--- src/rtl/seq_match_lock_if.sv ---
// Symbol-entry bus between the keypad/decoder source and the combination-lock stage.
interface seq_match_lock_if;
    logic       sym_valid;
    logic [1:0] sym;
    logic       clear;
    logic       unlocked;
    logic       alarm;
    logic       match;
    logic [2:0] idx;
    logic [1:0] fail_cnt;

    modport master (
        output sym_valid, sym, clear,
        input  unlocked, alarm, match, idx, fail_cnt
    );

    modport slave (
        input  sym_valid, sym, clear,
        output unlocked, alarm, match, idx, fail_cnt
    );
endinterface

--- src/rtl/seq_match_lock.sv ---
// Sequential combination lock: checks 2-bit symbols in order against CODE,
// opens on a full match, and locks out for a while after MAX_FAIL failed attempts.
module seq_match_lock #(
    parameter int          LEN         = 4,
    parameter logic [15:0] CODE        = 16'b10_00_01_11,
    parameter int          MAX_FAIL    = 3,
    parameter int          OPEN_CYCLES = 8,
    parameter int          LOCK_CYCLES = 16
) (
    input  logic               i_clk,
    input  logic               i_rst_n,
    seq_match_lock_if.slave    bus
);
    localparam int TMAX = (OPEN_CYCLES > LOCK_CYCLES) ? OPEN_CYCLES : LOCK_CYCLES;
    localparam int TW   = (TMAX > 1) ? $clog2(TMAX) : 1;
    localparam logic [2:0] LAST_IDX = 3'(LEN - 1);

    typedef enum logic [1:0] {
        ST_ENTRY   = 2'd0,
        ST_OPEN    = 2'd1,
        ST_LOCKOUT = 2'd2
    } state_t;

    state_t        r_state;
    logic [2:0]    r_idx;
    logic [1:0]    r_fail_cnt;
    logic          r_unlocked;
    logic          r_alarm;
    logic          r_match;
    logic [TW-1:0] r_timer;

    logic [1:0]    w_code_sym;
    logic          w_eq;
    logic [2:0]    w_fail_nxt;

    assign w_code_sym = CODE[{r_idx, 1'b0} +: 2];
    assign w_eq       = (bus.sym == w_code_sym);
    assign w_fail_nxt = {1'b0, r_fail_cnt} + 3'd1;

    always_ff @(posedge i_clk) begin
        if (!i_rst_n) begin
            r_state    <= ST_ENTRY;
            r_idx      <= 3'd0;
            r_fail_cnt <= 2'd0;
            r_unlocked <= 1'b0;
            r_alarm    <= 1'b0;
            r_match    <= 1'b0;
            r_timer    <= '0;
        end else begin
            r_match <= 1'b0;
            case (r_state)
                ST_ENTRY: begin
                    // clear wins over a simultaneous symbol and is not a failure
                    if (bus.clear) begin
                        r_idx <= 3'd0;
                    end else if (bus.sym_valid) begin
                        if (w_eq) begin
                            if (r_idx == LAST_IDX) begin
                                r_state    <= ST_OPEN;
                                r_unlocked <= 1'b1;
                                r_idx      <= 3'd0;
                                r_fail_cnt <= 2'd0;
                                r_timer    <= TW'(OPEN_CYCLES - 1);
                            end else begin
                                r_idx   <= r_idx + 3'd1;
                                r_match <= 1'b1;
                            end
                        end else begin
                            r_idx <= 3'd0;
                            if (int'(w_fail_nxt) < MAX_FAIL) begin
                                r_fail_cnt <= w_fail_nxt[1:0];
                            end else begin
                                r_state    <= ST_LOCKOUT;
                                r_alarm    <= 1'b1;
                                r_fail_cnt <= 2'd0;
                                r_timer    <= TW'(LOCK_CYCLES - 1);
                            end
                        end
                    end
                end
                ST_OPEN: begin
                    if (r_timer == '0 || bus.clear) begin
                        r_state    <= ST_ENTRY;
                        r_unlocked <= 1'b0;
                    end else begin
                        r_timer <= r_timer - 1'b1;
                    end
                end
                ST_LOCKOUT: begin
                    if (r_timer == '0) begin
                        r_state <= ST_ENTRY;
                        r_alarm <= 1'b0;
                    end else begin
                        r_timer <= r_timer - 1'b1;
                    end
                end
                default: begin
                    r_state    <= ST_ENTRY;
                    r_idx      <= 3'd0;
                    r_unlocked <= 1'b0;
                    r_alarm    <= 1'b0;
                end
            endcase
        end
    end

    assign bus.unlocked = r_unlocked;
    assign bus.alarm    = r_alarm;
    assign bus.match    = r_match;
    assign bus.idx      = r_idx;
    assign bus.fail_cnt = r_fail_cnt;
endmodule

--- src/flat_wrapper.sv ---
// flat-port wrapper written by rule: the top's interface ports become plain ports
module seq_match_lock_flat 
#(
    parameter int          LEN         = 4,
    parameter logic [15:0] CODE        = 16'b10_00_01_11,
    parameter int          MAX_FAIL    = 3,
    parameter int          OPEN_CYCLES = 8,
    parameter int          LOCK_CYCLES = 16
)
  (i_clk, i_rst_n, bus_sym_valid, bus_sym, bus_clear, bus_unlocked, bus_alarm, bus_match, bus_idx, bus_fail_cnt);
  seq_match_lock_if bus_i ();
  input  logic i_clk;
  input  logic i_rst_n;
  input wire logic [$bits(bus_i.sym_valid)-1:0] bus_sym_valid;
  input wire logic [$bits(bus_i.sym)-1:0] bus_sym;
  input wire logic [$bits(bus_i.clear)-1:0] bus_clear;
  output wire logic [$bits(bus_i.unlocked)-1:0] bus_unlocked;
  output wire logic [$bits(bus_i.alarm)-1:0] bus_alarm;
  output wire logic [$bits(bus_i.match)-1:0] bus_match;
  output wire logic [$bits(bus_i.idx)-1:0] bus_idx;
  output wire logic [$bits(bus_i.fail_cnt)-1:0] bus_fail_cnt;
  assign bus_i.sym_valid = bus_sym_valid;
  assign bus_i.sym = bus_sym;
  assign bus_i.clear = bus_clear;
  assign bus_unlocked = bus_i.unlocked;
  assign bus_alarm = bus_i.alarm;
  assign bus_match = bus_i.match;
  assign bus_idx = bus_i.idx;
  assign bus_fail_cnt = bus_i.fail_cnt;
  seq_match_lock #(.LEN(LEN), .CODE(CODE), .MAX_FAIL(MAX_FAIL), .OPEN_CYCLES(OPEN_CYCLES), .LOCK_CYCLES(LOCK_CYCLES)) u_core (.i_clk(i_clk), .i_rst_n(i_rst_n), .bus(bus_i));
endmodule
--- config.mk ---
export PLATFORM = sky130hd
export DESIGN_NAME = seq_match_lock_flat
export DESIGN_NICKNAME = d
export VERILOG_FILES = /design/src/rtl/seq_match_lock_if.sv /design/src/rtl/seq_match_lock.sv /design/src/flat_wrapper.sv
export SDC_FILE = /design/constraint.sdc
export NUM_CORES = 1
export LEC_CHECK = 0
export CORE_UTILIZATION = 52
export CTS_CLUSTER_SIZE = 16
export DETAILED_ROUTE_END_ITERATION = 12
export PLACE_DENSITY = 0.78
export SLEW_MARGIN = 15
export SYNTH_ARGS = -nofsm -noshare
export SYNTH_HDL_FRONTEND = slang
export SYNTH_SLANG_ARGS = --single-unit
--- constraint.sdc ---
create_clock -name i_clk -period 2.9 [get_ports i_clk]
set_clock_uncertainty 0.05 [all_clocks]
set_input_delay 0.87 -clock i_clk [delete_from_list [all_inputs] [get_ports i_clk]]
set_output_delay 0.87 -clock i_clk [all_outputs]
set_load 0.02 [all_outputs]
* After elaboration in Yosys (flattened, before gate mapping)
Index checks and enable logic that the tools add are counted.
** Storage, ports and cells
- Output and inout port bits :: 8
- Input port bits :: 6
- Register bits after elaboration :: 14
- Logic and storage cells :: 87
** Cells by class
- Equality and inequality tests :: 18
- Bitwise gates (word level) :: 8
- Reduce and logical (&&, ||, !) cells :: 12
- Muxes and demuxes :: 37
- Magnitude comparators :: 1
- Add/subtract/negate cells :: 3
- Shift-type cells :: 1
** Operators by type and width (count)
- two-way mux 4 bit :: 7
- two-way mux 2 bit :: 10
- AND reduction 6 bit :: 3
- variable part select 16 x 5 -> 2 bit (first input constant) :: 1
- != test 2 bit (second input constant) :: 7
- two-way mux 3 bit :: 4
- case mux 4 bit (3 select lines) :: 1
- two-way mux 1 bit :: 11
- != test 2 x 1 -> 1 bit (second input constant) :: 4
- inverter 1 bit :: 8
- AND reduction 7 bit :: 1
- != test 3 bit (second input constant) :: 2
- case mux 1 bit (3 select lines) :: 2
- case mux 2 bit (3 select lines) :: 1
- case mux 3 bit (2 select lines) :: 1
- OR reduction 5 bit :: 1
- logical NOT 4 bit :: 1
- AND reduction 4 bit :: 1
- subtractor 4 x 1 -> 4 bit (second input constant) :: 1
- adder 2 x 1 -> 3 bit (second input constant) :: 1
- adder 3 x 1 -> 3 bit (second input constant) :: 1
- == test 3 x 2 -> 1 bit (second input constant) :: 1
- < comparator 3 x 2 -> 1 bit (second input constant) :: 1
- != test 3 x 2 -> 1 bit (second input constant) :: 1
- other kinds (8) :: 8

* Depth between registers and ports, before layout
- Word-level depth :: 7
- Gate-level depth with buffers :: 7
- Gate-level depth less buffers :: 7

* Worst setup path after synthesis
OpenSTA, ideal clock, no wires.
- Path kind :: input port to flip-flop
- Start :: input port bus_sym[1]
- End :: register u_core.r_timer[2]
- Required time :: 2728 ps
- Setup time :: 122 ps
- Slack :: 439 ps
- Stages on the path :: 5
- Path buffers :: 0
- Data arrival time :: 2289 ps
- Cells stage by stage :: or3b_4 > a221oi_4 > o211ai_2 > or2_4 > o311a_1
** On the way
- Cells in the longest elaborated chain, start to end :: 5
- Elaborated cells between the ends (all ways) :: 8
- Those cells by class :: eq/ne (3); mux (4); reduce/logical (1)
** Ends and longest elaborated chain
- start, declared :: line flat_wrapper.sv:15 : input wire logic [$bits(bus_i.sym)-1:0] bus_sym;
- == test 2 bit * :: line seq_match_lock.sv:37 : assign w_eq = (bus.sym == w_code_sym);
- two-way mux 4 bit :: line seq_match_lock.sv:57 : if (w_eq) begin
- two-way mux 4 bit :: line seq_match_lock.sv:56 : end else if (bus.sym_valid) begin
- two-way mux 4 bit :: line seq_match_lock.sv:54 : if (bus.clear) begin
- case mux 4 bit (3 select lines) :: line seq_match_lock.sv:51 : case (r_state)
- end signal, assigned :: line seq_match_lock.sv:63 : r_timer <= TW'(OPEN_CYCLES - 1);
- end signal, assigned :: line seq_match_lock.sv:76 : r_timer <= TW'(LOCK_CYCLES - 1);
- end signal, assigned :: line seq_match_lock.sv:86 : r_timer <= r_timer - 1'b1;
- end, declared :: line seq_match_lock.sv:30 : logic [TW-1:0] r_timer;
Mark *: on every way between the ends. The rest lies on a longest branch, timed or not. The select of a mux whose other input is x is not followed.
A chain may end at the register's enable or synchronous reset.

* Final worst setup path
- Start :: input port bus_sym[1]
- End :: register u_core.r_fail_cnt[1], in the netlist u_core.bus.fail_cnt[1]
** On the way
- Cells in the longest elaborated chain, start to end :: 3
- Elaborated cells between the ends (all ways) :: 4
- Those cells by class :: eq/ne (2); mux (1); reduce/logical (1)
** Ends and longest elaborated chain
- == test 2 bit * :: line seq_match_lock.sv:37
- != test 2 bit (no line)
- AND reduction 4 bit (no line)
- end signal, assigned :: line seq_match_lock.sv:71 : r_fail_cnt <= w_fail_nxt[1:0];
- end, declared :: line seq_match_lock.sv:26 : logic [1:0] r_fail_cnt;
Mark *: on every way between the ends. The rest lies on a longest branch, timed or not.

==> run summary <==
The met2 routing resource usage after global routing is 0.409. The post-route antenna net violation count was 0. Once layout is complete, the cells apart from fillers number 149. The library cell used most frequently in the layout, excluding fill and tap cells, is sky130_fd_sc_hd__dfxtp_1. The flow ran to the end, and the final reports show no timing, DRC or antenna violations. Weighted congestion reported at the end of routability-driven placement: 0.896. The tools report the met1 global-route usage as 0.291. The library cells used most frequently in the layout, excluding fill and tap cells, are sky130_fd_sc_hd__dfxtp_1 (14), sky130_fd_sc_hd__clkdlybuf4s50_1 (13), sky130_fd_sc_hd__nand2_1 (12), sky130_fd_sc_hd__nor2_1 (10), sky130_fd_sc_hd__inv_1 (9).

The die is 44.0 µm wide. Timing would allow up to 0.372 GHz. The tree is rooted in a sky130_fd_sc_hd__clkbuf_4. IR analysis of the VDD net gives a maximum drop of 0.000302 V. The logs give 3 for the number of buffers created by CTS and 1980 µm for the routed wire length. The critical path goes through clkdlybuf4s50_1 -> buf_4 -> o21bai_1 -> a221oi_4 -> buf_4 -> or2_2 -> or4_1 -> o22ai_1. The via count of the first global-routing pass came out at 819. The total of buffers placed on input and output ports is 13. Along the worst path, the maximum fanout reaches 4.

Data arrives at the worst endpoint at 2.85 ns. The routing layer with the top usage in global route is met2. The number of antenna violations at the first check in global routing came out at 0.

Counting stages on the worst path, the most repeated cell is sky130_fd_sc_hd__buf_4. The capturing element type of the critical path is a flip-flop. After clock tree synthesis, the clock-pin slew on the worst setup and hold paths is 0.08 ns.

For the worst-skew pair, the clock arrives at the later sink with an insertion delay of 0.28 ns. Setup repair after global routing left no endpoint under its margin. The tools report the combined area of the multi-input logic cells as 596 µm². The share of the yosys chip area belonging to registers is 0.306.

TritonCTS built the clock tree. During synthesis, Yosys emitted a total of 0 warnings. The routed layout has 892 vias. After clock tree synthesis, the flow added hold-fix buffers numbering 0. The die is 44.0 µm tall.

For the fraction of met3 tracks used by global routing, the log shows 0.0500. In this run, synthesis produced a sequential element count of 14. The floorplan has 14 rows. For the number of sinks driven by the clock tree, the log shows 14. The tools report the total standard cell area after synthesis as 917 µm². For the finished layout, the period the worst path requires is 2.69 ns. Including well taps, the total number of placed cells is 145. The logs give 0 for the sum of overflow across all layers after global routing and 6 for the number of iterations in the first detailed-routing pass.

The first global-routing pass estimated 3410 µm of wire. The worst setup path is launched from an input pin. Number of instances in the synthesized netlist: 111. The net count of the finished layout is 146. Initial core utilization: 0.582. In this run the mean area of a mapped cell was 8.26 µm². The filler cell count in the final layout was 130; the quantity of gates resized following cts was 0. From synthesis to final layout, the design area changed by 25.2%. The measured slew at the worst slew-check pin was 0.388 ns; the core footprint was 1580 µm². The number of placed I/O pins came out at 14.

The logs give 0 for the total of max-cap violations and 1940 µm² for the total die area. The cell type of the slowest stage on the worst timing path is sky130_fd_sc_hd__or4_1. The number of distinct standard cells referenced by the synthesized netlist was 39.

The detailed router finished its first iteration with 20 violations. Total count of hold-check failures in the final report: 0. The logs give 1 for the deepest level of the CTS H-tree and 0 for the number of antenna cells inserted.

Entering global routing, the biggest net connects 9 pins. Number of enable-type register cells in the synthesized netlist: 0. Using the TritonRoute via totals, the vias-per-cell ratio works out to 5.99.

After layout, the design draws a total of 0.000470 W. The setup fix buffers added after clock tree synthesis was 0. The proportion of layout cells with a drive suffix above 1 was 0.150. Setup violations remaining at the end of the flow were counted as 0. The number of nets handed over by synthesis was 123. In this design, the stage delay of the slowest critical-path cell is 0.51 ns. The run gives 0.739 as the worst max-slew margin expressed relative to the limit. Predominant post-synthesis flop cell: sky130_fd_sc_hd__dfxtp_1. The share of the clock period used by the worst path after layout was 0.926; the total DRC errors in the routed layout was 0. In the final layout, flip-flops and latches occupy 280 µm². The number of pins exceeding their max-slew limit in the final report came out at 0. In this run the static leakage power is 0.462 nW. The min-delay analysis places its worst path in the category flip-flop to flip-flop. The total buffers and inverters traversed by the critical path came out at 3. The clock passes through at most 2 buffers. The wire-length estimate of the detail-placed layout is 1560 µm. The kind of cell with the highest combined delay on the critical path is simple AND/OR/NAND/NOR gates. At the worst endpoint, the required time is 3.06 ns.

The critical path class is input pin to flip-flop. The average routed wire per standard cell is 13.3 µm, and the share of flip-flops with an asynchronous set or reset is 0. The overall global routing resource usage is 0.243. For this design the ratio of total power to cell area is 409 nW/µm².
[worst reg2reg max path: cells and delay by family, from the launching register on]
| family | cells | cell delay (ns) |
|---|---|---|
| compound gates | 3 | 0.78 |
| simple gates | 2 | 0.67 |
| flops | 1 | 0.40 |
| fa+ha+maj | 1 | 0.30 |
[final timing paths]
check | start | endpoint | slack [ns] | cells past startpoint
min | u_core.bus.fail_cnt[0] | u_core.bus.fail_cnt[0] | 0.43 | 1
min reg2reg | u_core.bus.fail_cnt[0] | u_core.bus.fail_cnt[0] | 0.43 | 1
max reg2reg | u_core.bus.idx[1] | u_core.r_timer[2] | 0.60 | 6
max | bus_sym[1] | u_core.bus.fail_cnt[1] | 0.21 | 8
[through the flow]
stage                     setup TNS [ns]   util  setup slack, ns  hold WS, ns  instance area, µm²
after floorplan                        0      -            0.439        0.418                 917
after global placement            -0.159  0.706          -0.0398        0.399                1110
after detailed placement          -0.406  0.706          -0.0676        0.411                1110
after CTS                              0  0.729            0.214        0.428                1150
after global routing                   0  0.729            0.128        0.453                1150
final                                  0  0.729            0.215        0.429                1150
[sequential cells by signal, indices dropped and copies added (netlist names)]
name / count
u_core.bus.unlocked: 1
u_core.bus.match: 1
u_core.bus.fail_cnt: 2
u_core.r_timer: 4
u_core.bus.alarm: 1
u_core.r_state: 2
u_core.bus.idx: 3
[cell families after synthesis]
kind of cell,count (synthesis),synth area share
mux,3,0.0327
fa+ha+maj,6,0.0819
flops,14,0.306
compound gates,27,0.250
simple gates,49,0.276
buf+inv,11,0.0450
xor+xnor,1,0.00955
[final cells by class]
cell class / instances / share of cell area
inverters: 9 / 0.0294
well taps: 16 / 0.0174
flip-flops and latches: 14 / 0.244
multi-input cells: 86 / 0.519
clock buffers: 4 / 0.0316
repair buffers: 20 / 0.159
[power by group]
group | leakage [nW] | switching, W | internal, W
registers | 0.113 | 0.00000797 | 0.000200
clock network | 0.0210 | 0.0000629 | 0.0000764
logic | 0.327 | 0.0000661 | 0.0000558
[synth_stat cells (all sizes together) (3+ instances only)]
library cell | number | area, µm²
a21oi | 4 | 20.0
dfxtp | 14 | 280
inv | 9 | 33.8
o21ai | 3 | 18.8
a211oi | 5 | 37.5
nand2b | 5 | 31.3
nor3 | 6 | 30.0
mux2i | 3 | 30.0
nor2 | 10 | 37.5
nand2 | 12 | 45.0
or2 | 3 | 21.3
ha | 6 | 75.1
[layer usage]
metal | wire length, µm | vias to the layer above | share of wire
li1 | - | 447 | -
met1 | 893 | 423 | 0.45
met2 | 969 | 17 | 0.49
met3 | 67 | 5 | 0.034
met4 | 47 | 0 | 0.024
met5 | 0 | - | 0
No activity file was read; power rests on OpenSTA's default activity.
